$ cat src/rtl/front_panel_ctrl_pkg.sv
// Shared types and constants for the PDP-8 front-panel responder.
package front_panel_ctrl_pkg;
    localparam int WORD_W           = 12;
    localparam int DEBOUNCE_DEFAULT = 4;

    typedef enum logic [2:0] {
        ST_IDLE,
        ST_WR,
        ST_LDPC,
        ST_LDAC,
        ST_STEP
    } fp_state_t;
endpackage

$ cat src/rtl/front_panel_ctrl_debounce.sv
// Two-flop synchronizer, down-counting debounce timer, accepted level and rise pulse
// for one raw panel input.
module fp_debounce
    import front_panel_ctrl_pkg::*;
#(
    parameter int DEBOUNCE_CYCLES = DEBOUNCE_DEFAULT
) (
    input  logic i_clk,
    input  logic i_reset,
    input  logic i_raw,
    output logic o_level,
    output logic o_rise
);
    localparam logic [3:0] CNT_LOAD = 4'(DEBOUNCE_CYCLES - 1);

    logic       r_sync1;
    logic       r_sync2;
    logic [3:0] r_cnt;
    logic       r_level;
    logic       r_level_d;

    // The timer reloads whenever the synchronized sample agrees with the accepted level,
    // so only an unbroken run of DEBOUNCE_CYCLES differing samples flips the level.
    always_ff @(posedge i_clk or posedge i_reset) begin
        if (i_reset) begin
            r_sync1   <= 1'b0;
            r_sync2   <= 1'b0;
            r_cnt     <= CNT_LOAD;
            r_level   <= 1'b0;
            r_level_d <= 1'b0;
        end else begin
            r_sync1   <= i_raw;
            r_sync2   <= r_sync1;
            r_level_d <= r_level;
            if (r_sync2 != r_level) begin
                if (r_cnt == 4'd0) begin
                    r_level <= r_sync2;
                    r_cnt   <= CNT_LOAD;
                end else begin
                    r_cnt <= r_cnt - 4'd1;
                end
            end else begin
                r_cnt <= CNT_LOAD;
            end
        end
    end

    assign o_level = r_level;
    assign o_rise  = r_level & ~r_level_d;
endmodule

$ cat src/rtl/front_panel_ctrl.sv
// PDP-8 front-panel command responder: debounced buttons become deposit, load PC/AC and step.
// IDLE wait for press | WR memory write handshake | LDPC pc_load pulse | LDAC ac_load pulse | STEP step_pulse
module front_panel_ctrl
    import front_panel_ctrl_pkg::*;
#(
    parameter int DEBOUNCE_CYCLES = DEBOUNCE_DEFAULT
) (
    input  logic              i_clk,
    input  logic              i_reset,
    input  logic [12:0]       i_sw,
    input  logic              i_btn_deposit,
    input  logic              i_btn_load_pc,
    input  logic              i_btn_load_ac,
    input  logic              i_btn_step,
    input  logic              i_cpu_halted,
    output logic              o_mem_wr_req,
    output logic [WORD_W-1:0] o_mem_wr_addr,
    output logic [WORD_W-1:0] o_mem_wr_data,
    input  logic              i_mem_wr_ack,
    output logic              o_pc_load,
    output logic [WORD_W-1:0] o_pc_value,
    output logic              o_ac_load,
    output logic [WORD_W-1:0] o_ac_value,
    output logic              o_step_pulse,
    output logic              o_run_en,
    output logic [WORD_W-1:0] o_fp_addr,
    output logic              o_busy
);
    fp_state_t         r_state;
    fp_state_t         w_state_nxt;
    logic [WORD_W-1:0] r_sw_s1;
    logic [WORD_W-1:0] r_sw_s2;
    logic [WORD_W-1:0] r_fp_addr;
    logic [WORD_W-1:0] r_wr_addr;
    logic [WORD_W-1:0] r_wr_data;
    logic [WORD_W-1:0] r_pc_value;
    logic [WORD_W-1:0] r_ac_value;
    logic [4:0]        w_raw;
    logic [4:0]        w_level;
    logic [4:0]        w_rise;
    logic              w_unused;
    logic              w_cmd_ok;
    logic              w_go_pc;
    logic              w_go_dep;
    logic              w_go_ac;
    logic              w_go_step;

    assign w_raw = {i_sw[12], i_btn_step, i_btn_load_ac, i_btn_load_pc, i_btn_deposit};

    for (genvar g = 0; g < 5; g++) begin : g_deb
        fp_debounce #(.DEBOUNCE_CYCLES(DEBOUNCE_CYCLES)) u_deb (
            .i_clk   (i_clk),
            .i_reset (i_reset),
            .i_raw   (w_raw[g]),
            .o_level (w_level[g]),
            .o_rise  (w_rise[g])
        );
    end

    // Buttons only need their rise pulse; the run switch only needs its level.
    assign w_unused = ^{w_rise[4], w_level[3:0]};

    assign o_run_en  = w_level[4];
    assign w_cmd_ok  = ~(w_level[4] & ~i_cpu_halted);
    assign w_go_pc   = w_cmd_ok & w_rise[1];
    assign w_go_dep  = w_cmd_ok & w_rise[0] & ~w_rise[1];
    assign w_go_ac   = w_cmd_ok & w_rise[2] & ~w_rise[1] & ~w_rise[0];
    assign w_go_step = w_cmd_ok & w_rise[3] & ~w_rise[2] & ~w_rise[1] & ~w_rise[0] & i_cpu_halted;

    always_ff @(posedge i_clk or posedge i_reset) begin
        if (i_reset) r_state <= ST_IDLE;
        else         r_state <= w_state_nxt;
    end

    always_comb begin
        w_state_nxt = r_state;
        case (r_state)
            ST_IDLE: begin
                if      (w_go_pc)   w_state_nxt = ST_LDPC;
                else if (w_go_dep)  w_state_nxt = ST_WR;
                else if (w_go_ac)   w_state_nxt = ST_LDAC;
                else if (w_go_step) w_state_nxt = ST_STEP;
            end
            ST_WR:   if (i_mem_wr_ack) w_state_nxt = ST_IDLE;
            default: w_state_nxt = ST_IDLE;
        endcase
    end

    always_comb begin
        o_mem_wr_req = 1'b0;
        o_pc_load    = 1'b0;
        o_ac_load    = 1'b0;
        o_step_pulse = 1'b0;
        case (r_state)
            ST_WR:   o_mem_wr_req = 1'b1;
            ST_LDPC: o_pc_load    = 1'b1;
            ST_LDAC: o_ac_load    = 1'b1;
            ST_STEP: o_step_pulse = 1'b1;
            default: ;
        endcase
    end

    always_ff @(posedge i_clk or posedge i_reset) begin
        if (i_reset) begin
            r_sw_s1    <= '0;
            r_sw_s2    <= '0;
            r_fp_addr  <= '0;
            r_wr_addr  <= '0;
            r_wr_data  <= '0;
            r_pc_value <= '0;
            r_ac_value <= '0;
        end else begin
            r_sw_s1 <= i_sw[WORD_W-1:0];
            r_sw_s2 <= r_sw_s1;
            if (r_state == ST_IDLE) begin
                if (w_go_pc) begin
                    r_fp_addr  <= r_sw_s2;
                    r_pc_value <= r_sw_s2;
                end else if (w_go_dep) begin
                    r_wr_addr <= r_fp_addr;
                    r_wr_data <= r_sw_s2;
                end else if (w_go_ac) begin
                    r_ac_value <= r_sw_s2;
                end
            end
            if (r_state == ST_WR && i_mem_wr_ack)
                r_fp_addr <= r_fp_addr + 12'd1;
        end
    end

    assign o_mem_wr_addr = r_wr_addr;
    assign o_mem_wr_data = r_wr_data;
    assign o_pc_value    = r_pc_value;
    assign o_ac_value    = r_ac_value;
    assign o_fp_addr     = r_fp_addr;
    assign o_busy        = (r_state != ST_IDLE);
endmodule
$ cat config.mk
export PLATFORM = sky130hd
export DESIGN_NAME = front_panel_ctrl
export DESIGN_NICKNAME = d
export VERILOG_FILES = /design/src/rtl/front_panel_ctrl_pkg.sv /design/src/rtl/front_panel_ctrl_debounce.sv /design/src/rtl/front_panel_ctrl.sv
export SDC_FILE = /design/constraint.sdc
export NUM_CORES = 1
export LEC_CHECK = 0
export ABC_AREA = 1
export BUFFER_PORTS_ARGS = -buffer_cell sky130_fd_sc_hd__buf_4
export CAP_MARGIN = 0
export CELL_PAD_IN_SITES_DETAIL_PLACEMENT = 1
export CELL_PAD_IN_SITES_GLOBAL_PLACEMENT = 1
export CORE_ASPECT_RATIO = 1.5
export CORE_MARGIN = 10
export CORE_UTILIZATION = 40
export CTS_CLUSTER_SIZE = 14
export DETAILED_ROUTE_END_ITERATION = 16
export GPL_ROUTABILITY_DRIVEN = 0
export PLACE_DENSITY_LB_ADDON = 0.1
export SYNTH_ARGS = -nofsm -noshare
export SYNTH_HDL_FRONTEND = slang
export SYNTH_SLANG_ARGS = --single-unit
export TNS_END_PERCENT = 20
$ cat constraint.sdc
create_clock -name i_clk -period 10.8 [get_ports i_clk]
set_input_delay 0.54 -clock i_clk [delete_from_list [all_inputs] [get_ports i_clk]]
set_output_delay 0.54 -clock i_clk [all_outputs]
set_load 0.1 [all_outputs]
======== After elaboration in Yosys (flattened, before gate mapping) ========
Index checks and enable logic that the tools add are counted.
cells by class
  add/sub/neg operators ................... 6
  multipliers ............................. 0
  divide/modulo/power cells ............... 0
  order comparisons ....................... 0
  eq/ne operators ......................... 11
  shift-type cells ........................ 0
  multiplexer cells ....................... 23
  bitwise logic cells ..................... 27
  reductions and logical operators ........ 20
operator list
  operator                                                                number
  4-bit 2-to-1 mux                                                        10
  12-bit 2-to-1 mux                                                       3
  4-bit zero test                                                         5
  4-bit by 1-bit subtractor with 4-bit output (second input constant)     5
  1-bit bitwise AND                                                       16
  2-bit AND reduction                                                     8
  3-bit 2-to-1 mux                                                        5
  12-bit by 1-bit adder with 12-bit output (second input constant)        1
  1-bit inverter                                                          11
  3-bit by 2-bit equality test with 1-bit output (second input constant)  2
  3-bit case mux with 2 select lines                                      1
  1-bit != test                                                           5
  5-bit != test (second input constant)                                   1
  1-bit 2-to-1 mux                                                        4
  4-bit AND reduction                                                     1
  2-bit nonzero test                                                      2
  3-bit by 1-bit equality test with 1-bit output (second input constant)  1
  3-bit equality test (second input constant)                             1
  3-bit zero test                                                         1
  3-bit AND reduction                                                     1
  3-bit nonzero test                                                      1
  2-bit != test (second input constant)                                   1
  1-bit logical AND                                                       1
storage, ports and cells
  bits in registers ....................... 126
  bits in latches ......................... 0
  bits in writable memories ............... 0
  memory bits (read-only) ................. 0
  input port bits ......................... 21
  output and inout port bits .............. 66
  word-level logic and storage cells ...... 119
  memories ................................ 0

======== Logic depth before layout (Yosys ltp) ========
Gate-level depths: netlist of the first run.
  depth in word-level cells ............... 13
  gate-level depth with buffers ........... 9
  gate-level depth less buffers ........... 8

======== Modules after synthesis ========
From an unflattened synthesis of the first run, not the netlist that was laid out.
unflattened totals
  cells, all modules ...................... 524
  area total of the unflattened synthesis .. 5072.4 um^2
by module, submodules not included
  module            times used  cells an instance  area an instance (um^2)  seq. area each (um^2)
  front_panel_ctrl  1           354                3445.8                   2177.1
  fp_debounce       5           34                 325.3                    202.7

======== Worst setup path after synthesis of the first run ========
No wires, ideal clock.
  path kind ............................... register to output
  from .................................... register r_state[0]
  to ...................................... output o_ac_load
  arrival time ............................ 2579 ps
  data required time ...................... 10260 ps
  slack ................................... 7681 ps
  cell stages (with the launch flop) ...... 3
  buffers on the path ..................... 0
  path through ............................ dfrtp_1 inv_1 nor3_1
on the way
  longest elaborated chain between the ends .. 2
ends and longest elaborated chain
  element                                         line                    text
  from (decl)                                     front_panel_ctrl.sv:29  fp_state_t r_state;
  from (signal assigned)                          front_panel_ctrl.sv:72  else r_state <= w_state_nxt;
  3-bit by 2-bit equality test with 1-bit output  front_panel_ctrl.sv:94  case (r_state)
  1-bit 2-to-1 mux                                front_panel_ctrl.sv:94
  to (decl)                                       front_panel_ctrl.sv:22  output logic o_ac_load,
No other way between the ends.

======== Final worst setup path of the first run ========
  from .................................... register r_state[0]
  to ...................................... output o_busy
on the way
  longest elaborated chain between the ends .. 1
ends and longest elaborated chain
  element             line                     text
  3-bit nonzero test  front_panel_ctrl.sv:136  assign o_busy = (r_state != ST_IDLE);
  to (decl)           front_panel_ctrl.sv:27   output logic o_busy
No other way between the ends.

==> impl_metrics.yaml, run 1 <==
layout:
  area_growth_pct: 26.5
  register_area_um2: 3170
  layout-drive-gt1-share_pct: 28.6
  nets: 627
  multi_input_area_um2: 1630
  antenna_cells: 0
  fillCellCount: 1429
cts:
  clk_latency_ns: 0.41
  postCtsSetupRepairBufs: 0
  ctsResizeCount: 0
  cts_buffer_depth: 2
  h-tree-depth: 4
  cts.sinks: 126
  root_buffer: "clkbuf_16"
  hold_buffers: 0
  cts_tree: "done"
  cts.clk_slew.worst_paths_ns: 0.05
  cts_buffers: 17
critical_path:
  cp-end-kind: "primary output"
  critPathKind: "reg -> out"
  critPathMaxFanout: 6
  startpoint_type: "flip-flop"
  critPathMaxStageDelay_ns: 0.49
  required_ns: 10.26
  critPathSlowestCell: "dfrtp_1"
  worstPathCellList: "inv_1 -> nand3_1 -> buf_4"
  worstPathArrival_ns: 1.55
detailed_routing:
  dr.pass1.iters: 4
  post_drt_wl_per_cell_um: 16.6
  postRouteAntennaNets: 0
  drc: 0
  viasPerCell: 4.76
  vias: 3638
  drt_iter0_drc: 112
  wirelength_mm: 12.7
logic_synthesis:
  syn-cell-area_um2: 5120
  synth_top_area_share_pct: 56.7
  synth_area_leaders: "dfrtp_1, nand2_1, o21ai_2, dfstp_2, inv_1"
  synth_cell_types: 28
  ys_seq_elements: 126
  synthesis.instances: 498
  synth_nets: 530
  ys_warn_count: 0
  yosysTopAreaCell: "dfrtp_1"
  yosysSeqAreaShare_pct: 61.8
  synth.avg_cell_area_um2: 10.3
grt:
  track_usage_pct: 14.7
  grt-ovfl-total: 0
  grt_pass1_wl_mm: 20.7
  antenna_found_initial: 0
  first_global_vias: 4203
  grt_max_degree: 79
floorplan:
  start_util_pct: 40.9
  die_h_um: 159
  die_area_um2: 17800
  dieWidth_um: 112
  core-area_um2: 12500
  placementRows: 50
  ios: 87
placed_design:
  dp.final_hpwl_mm: 9.21
  port_buffers: 86
status:
  outcome: "complete, no violations"
timing:
  fin_crit_sh_pct: 19.3
  max_slew.worst_pin.slew_ns: 0.976
  fmax_mhz: 479
  finalMaxSlewViolations: 0
  tns_ns: 0
  hold_viol: 0
  setup_violations: 0
  final.min_clock_period_ns: 2.09
  max_slew_margin_pct: 34.9
  rsz0062_at_grt: "false"
  finalClockSkew_ns: 0.00634
run:
  cap_violations: 0
min_path:
  min_path_type: "in -> async"
==> area by class of cell <==
cell class	instances	area share [%]
clock buffer	18	6.78
timing repair buffer	87	10.1
multi-input combinational	302	25.1
inverter	61	3.57
tap	156	3.01
sequential	126	48.9
clock inverter	14	2.59
==> kinds of logic after synthesis <==
kind of cell	share of synthesized area [%]
AND/OR/NAND/NOR	19.6
flip-flops	61.8
buffers and inverters	6.43
AO/OA/AOI/OAI	6.25
XOR/XNOR	2.74
adder cells (fa/ha/maj)	2.69
multiplexers	0.440
==> synthesized netlist by cell type <==
library cell and number:
nand2_1 145, dfrtp_1 116, inv_1 60, nand3_1 38, o21ai_2 32, nor2_1 28
ha_1 11, dfstp_2 10, xor2_1 9, buf_6 7, xnor2_1 7, nand4_1 6
nor3_1 6, o21ai_0 4, a21oi_1 3, mux2_2 2, nor2_2 2, nor2_4 2
and3_1 1, buf_4 1, clkbuf_8 1, inv_2 1, nand2_2 1, nand2_4 1
nand3_4 1, nor3_4 1, o21ai_1 1, or2_2 1
==> layout by cell type, fill, tap and decap left out <==
cell,n
or2_2,1
clkbuf_8,1
clkbuf_16,17
nor3_4,1
clkinv_2,4
nand2_2,1
nand2_4,1
nand3_4,1
inv_2,1
inv_4,1
and3_1,1
clkinv_4,3
o21ai_1,1
dfrtp_1,116
o21ai_2,32
ha_1,11
dfstp_2,10
buf_4,87
xor2_1,9
inv_1,59
mux2_2,2
nor2_1,28
inv_6,1
o21ai_0,4
nor3_1,6
nor2_2,2
nand3_1,38
nand4_1,6
clkinvlp_4,3
xnor2_1,7
bufinv_16,3
nand2_1,145
nor2_4,2
a21oi_1,3
==> routing by layer <==
metal	track usage (%)	routed length [um]	vias up
met5	0	0	-
met2	27.4	7000	74
met3	3.95	554	18
met1	14.9	4890	1796
met4	6.55	272	0
li1	-	-	1750
==> critical path, delay by kind of cell, from the launching register on <==
kind,cells,cell delay (ns)
buffers and inverters,2,0.44
flip-flops,1,0.49
AND/OR/NAND/NOR,1,0.21
==> sequential cells by signal, indices dropped and copies added (netlist names) <==
name / flops
g_deb.u_deb.r_cnt: 20
o_ac_value: 12
o_fp_addr: 12
o_mem_wr_addr: 12
o_mem_wr_data: 12
o_pc_value: 12
r_sw_s1: 12
r_sw_s2: 12
g_deb.u_deb.o_level: 5
g_deb.u_deb.r_sync1: 5
g_deb.u_deb.r_sync2: 5
g_deb.u_deb.r_level_d: 4
r_state: 3
==> stage by stage <==
step	std cells	util, %	setup slack (ns)	instance area (um2)	hold slack (ns)
floorplan	498	-	6.92	5120	0.331
global placement	732	46.9	8.67	5870	0.333
detailed placement	732	46.9	8.61	5870	0.336
CTS	764	51.8	8.70	6480	0.216
global route	764	51.8	8.62	6480	0.218
finish	764	51.8	8.71	6480	0.213
==> final timing paths <==
path | from | to | slack (ns) | cells after the start
max | r_state[0] | o_busy | 8.71 | 3
min | i_reset | o_ac_value[6] | 0.21 | 2
max reg2reg | r_state[0] | o_mem_wr_data[6] | 9.02 | 4
min reg2reg | r_sw_s1[9] | r_sw_s2[9] | 0.34 | 0
max in group asynchronous | i_reset | r_sw_s2[1] | 9.16 | 3
min in group i_clk | i_btn_step | g_deb[3].u_deb.r_sync1 | 0.23 | 1
Power of run 1 is left out: the tool's default activity adds up to more than one toggle a clock period on the data nets, which glitch-free logic cannot reach.
==> inputs of run 2 (changes only) <==
--- a/config.mk
+++ b/config.mk
@@ -5,7 +5,7 @@
 export SDC_FILE = /design/constraint.sdc
 export NUM_CORES = 1
 export LEC_CHECK = 0
-export ABC_AREA = 1
+export ABC_AREA = 0
 export BUFFER_PORTS_ARGS = -buffer_cell sky130_fd_sc_hd__buf_4
 export CAP_MARGIN = 0
 export CELL_PAD_IN_SITES_DETAIL_PLACEMENT = 1
==> constraint.sdc (replaced) <==
create_clock -name i_clk -period 1.9 [get_ports i_clk]
set_input_delay 0.095 -clock i_clk [delete_from_list [all_inputs] [get_ports i_clk]]
set_output_delay 0.095 -clock i_clk [all_outputs]
set_load 0.1 [all_outputs]
==> run 2 against run 1 <==
Flip-flop and latch count stayed put. Sequential share of layout area shrank 0.71 points. Utilization up 3.2 points. Hold slack worse by 0.18 ns. Clock skew increased by 0.0023 ns. Setup slack got worse by 8.6 ns. Global-route usage rose by 0.97 points. Register-to-register slack got worse by 8.9 ns. Final cell count is 12% lower. Non-clock buffer count increased by 32. Via count is 6.8% lower.
==> impl_metrics.yaml, run 2 <==
critical_path:
  critPathSlowestCell: "dfrtp_1"
  crit_start: "r_state[0]"
  cp.buffers_inverters: 1
  cp-end-kind: "flip-flop"
  startpoint_type: "flip-flop"
  r2r_start: "r_state[0]"
  cp_top_family: "simple AND/OR/NAND/NOR gates"
  required_ns: 2.19
  worstPathCellList: "nor3_4 -> nand3_2 -> nor4b_4 -> buf_4 -> mux2_2"
  critPathMaxFanout: 7
  critPathKind: "reg -> reg"
  worstPathArrival_ns: 2.03
  critPathMaxStageDelay_ns: 0.45
cts:
  hold_buffers: 18
  postCtsSetupRepairBufs: 0
  cts_buffers: 17
  h-tree-depth: 4
  cts_tree: "done"
  cts.clk_slew.worst_paths_ns: 0.06
  ctsResizeCount: 0
  clk_latency_ns: 0.41
  root_buffer: "clkbuf_16"
  cts.sinks: 126
  cts_buffer_depth: 2
floorplan:
  start_util_pct: 40.6
  die_h_um: 155
  dieWidth_um: 110
  core-area_um2: 12000
  placementRows: 49
  ios: 87
  die_area_um2: 17000
timing:
  hold_slack_ns: 0.0337
  finalClockSkew_ns: 0.00867
  max_slew_margin_pct: 56.0
  final.min_clock_period_ns: 1.74
  tns_ns: 0
  fin_crit_sh_pct: 91.8
  hold_viol: 0
  max_slew.worst_pin.slew_ns: 0.659
  setup_violations: 0
  finalMaxSlewViolations: 0
  rsz0062_at_grt: "false"
  layout_setup_ws_ns: 0.155
  fmax_mhz: 573
logic_synthesis:
  yosys_most_used_dff: "dfrtp_1"
  synthArstFlopShare_pct: 100
  yosysTopAreaCell: "dfrtp_1"
  synthesis.instances: 377
  ys_warn_count: 0
  synth_area_leaders: "dfrtp_1, mux2_2, dfstp_2, nand2_1, ha_1"
  synth_common_cells: "dfrtp_1, nand2_1, mux2_2"
  synth_cell_types: 40
  synth_top_area_share_pct: 59.8
  synth_nets: 409
  ys_seq_elements: 126
  yosysMostFrequentCell: "dfrtp_1"
  synth.avg_cell_area_um2: 12.9
  synth_edf_count: 0
  yosysSeqAreaShare_pct: 65.2
  syn-cell-area_um2: 4860
detailed_routing:
  vias: 3389
  viasPerCell: 5.06
  dr.pass1.iters: 4
  wirelength_mm: 12.3
  drt_iter0_drc: 130
  postRouteAntennaNets: 0
  drc: 0
  post_drt_wl_per_cell_um: 18.4
layout:
  layout-drive-gt1-share_pct: 36.6
  final_common_cell: "dfrtp_1"
  largest_reg_flops: 20
  nets: 536
  final_cell_mix: "dfrtp_1, buf_4, nand2_1"
  area_growth_pct: 35.3
  regMostFlops: "g_deb.u_deb.r_cnt"
  antenna_cells: 0
  fin_util_pct: 55.0
min_path:
  min_path_type: "in -> reg"
  min_from: "i_mem_wr_ack"
placed_design:
  port_buffers: 86
  place_ws_ns: 0.139
  dp.final_hpwl_mm: 8.78
status:
  outcome: "complete, no violations"
grt:
  grt_pass1_wl_mm: 20.8
  first_global_vias: 3975
  grt-ovfl-total: 0
  grt_max_degree: 41
  antenna_found_initial: 0
  track_usage_pct: 15.6
run:
  cap_violations: 0
run 2: cell types whose count changed after synthesis, sizes merged, moves of 9 or more:
cell,change
a21oi,+14
o21ai,-29
xor2,-9
nand2b,+17
nor2,-15
nand3,-31
or3,+13
mux2,+37
inv,-44
nand2,-105
run 2: worst paths after layout:
path                                           endpoint  slack [ns]  depth (start not counted)
worst max-delay path                      o_ac_value[9]        0.16                          5
worst min-delay path                         r_state[0]        0.03                          3
worst max register to register            o_ac_value[9]        0.16                          5
worst min register to register               r_sw_s2[0]        0.35                          0
max in group asynchronous       g_deb[1].u_deb.r_cnt[0]        0.88                          4
min in group asynchronous              o_mem_wr_data[1]        0.33                          3
run 2: through the flow:
step	instance area (um2)	std cells
CTS	6570	670
finish	6570	670
global placement	5800	620
global route	6570	670
detailed placement	5800	620
floorplan	4860	377
run 2: final cells by class:
class | count | area (um2)
tap | 153 | 191
clock buffer | 18 | 429
sequential | 126 | 3170
fill | 1231 | 5380
multi-input combinational | 223 | 1580
inverter | 17 | 67.6
timing repair buffer | 119 | 976
clock inverter | 14 | 169
run 2: cells by family after synthesis:
group,count (synthesis),synth area share [%]
and+or+nand+nor,126,14.1
DFF,126,65.2
AOI/OAI and AO/OA,41,5.36
muxes,40,9.25
buffers and inverters,28,2.40
adders and majority gates,11,2.83
xor gates and xnor gates,5,0.902
run 2: layer usage:
| layer | wire length [um] | vias to the layer above | GRT usage [%] |
|---|---|---|---|
| met4 | 119 | 0 | 5.04 |
| li1 | - | 1559 | - |
| met2 | 6850 | 77 | 27.6 |
| met1 | 4670 | 1743 | 16.9 |
| met3 | 693 | 10 | 5.21 |
| met5 | 0 | - | 0 |
run 2: tightest hold or removal path: cells and delay by family:
kind	cells	cell delay [ns]
simple gates	2	0.20
buf+inv	1	0.09
Power of run 2 is left out for the same reason.
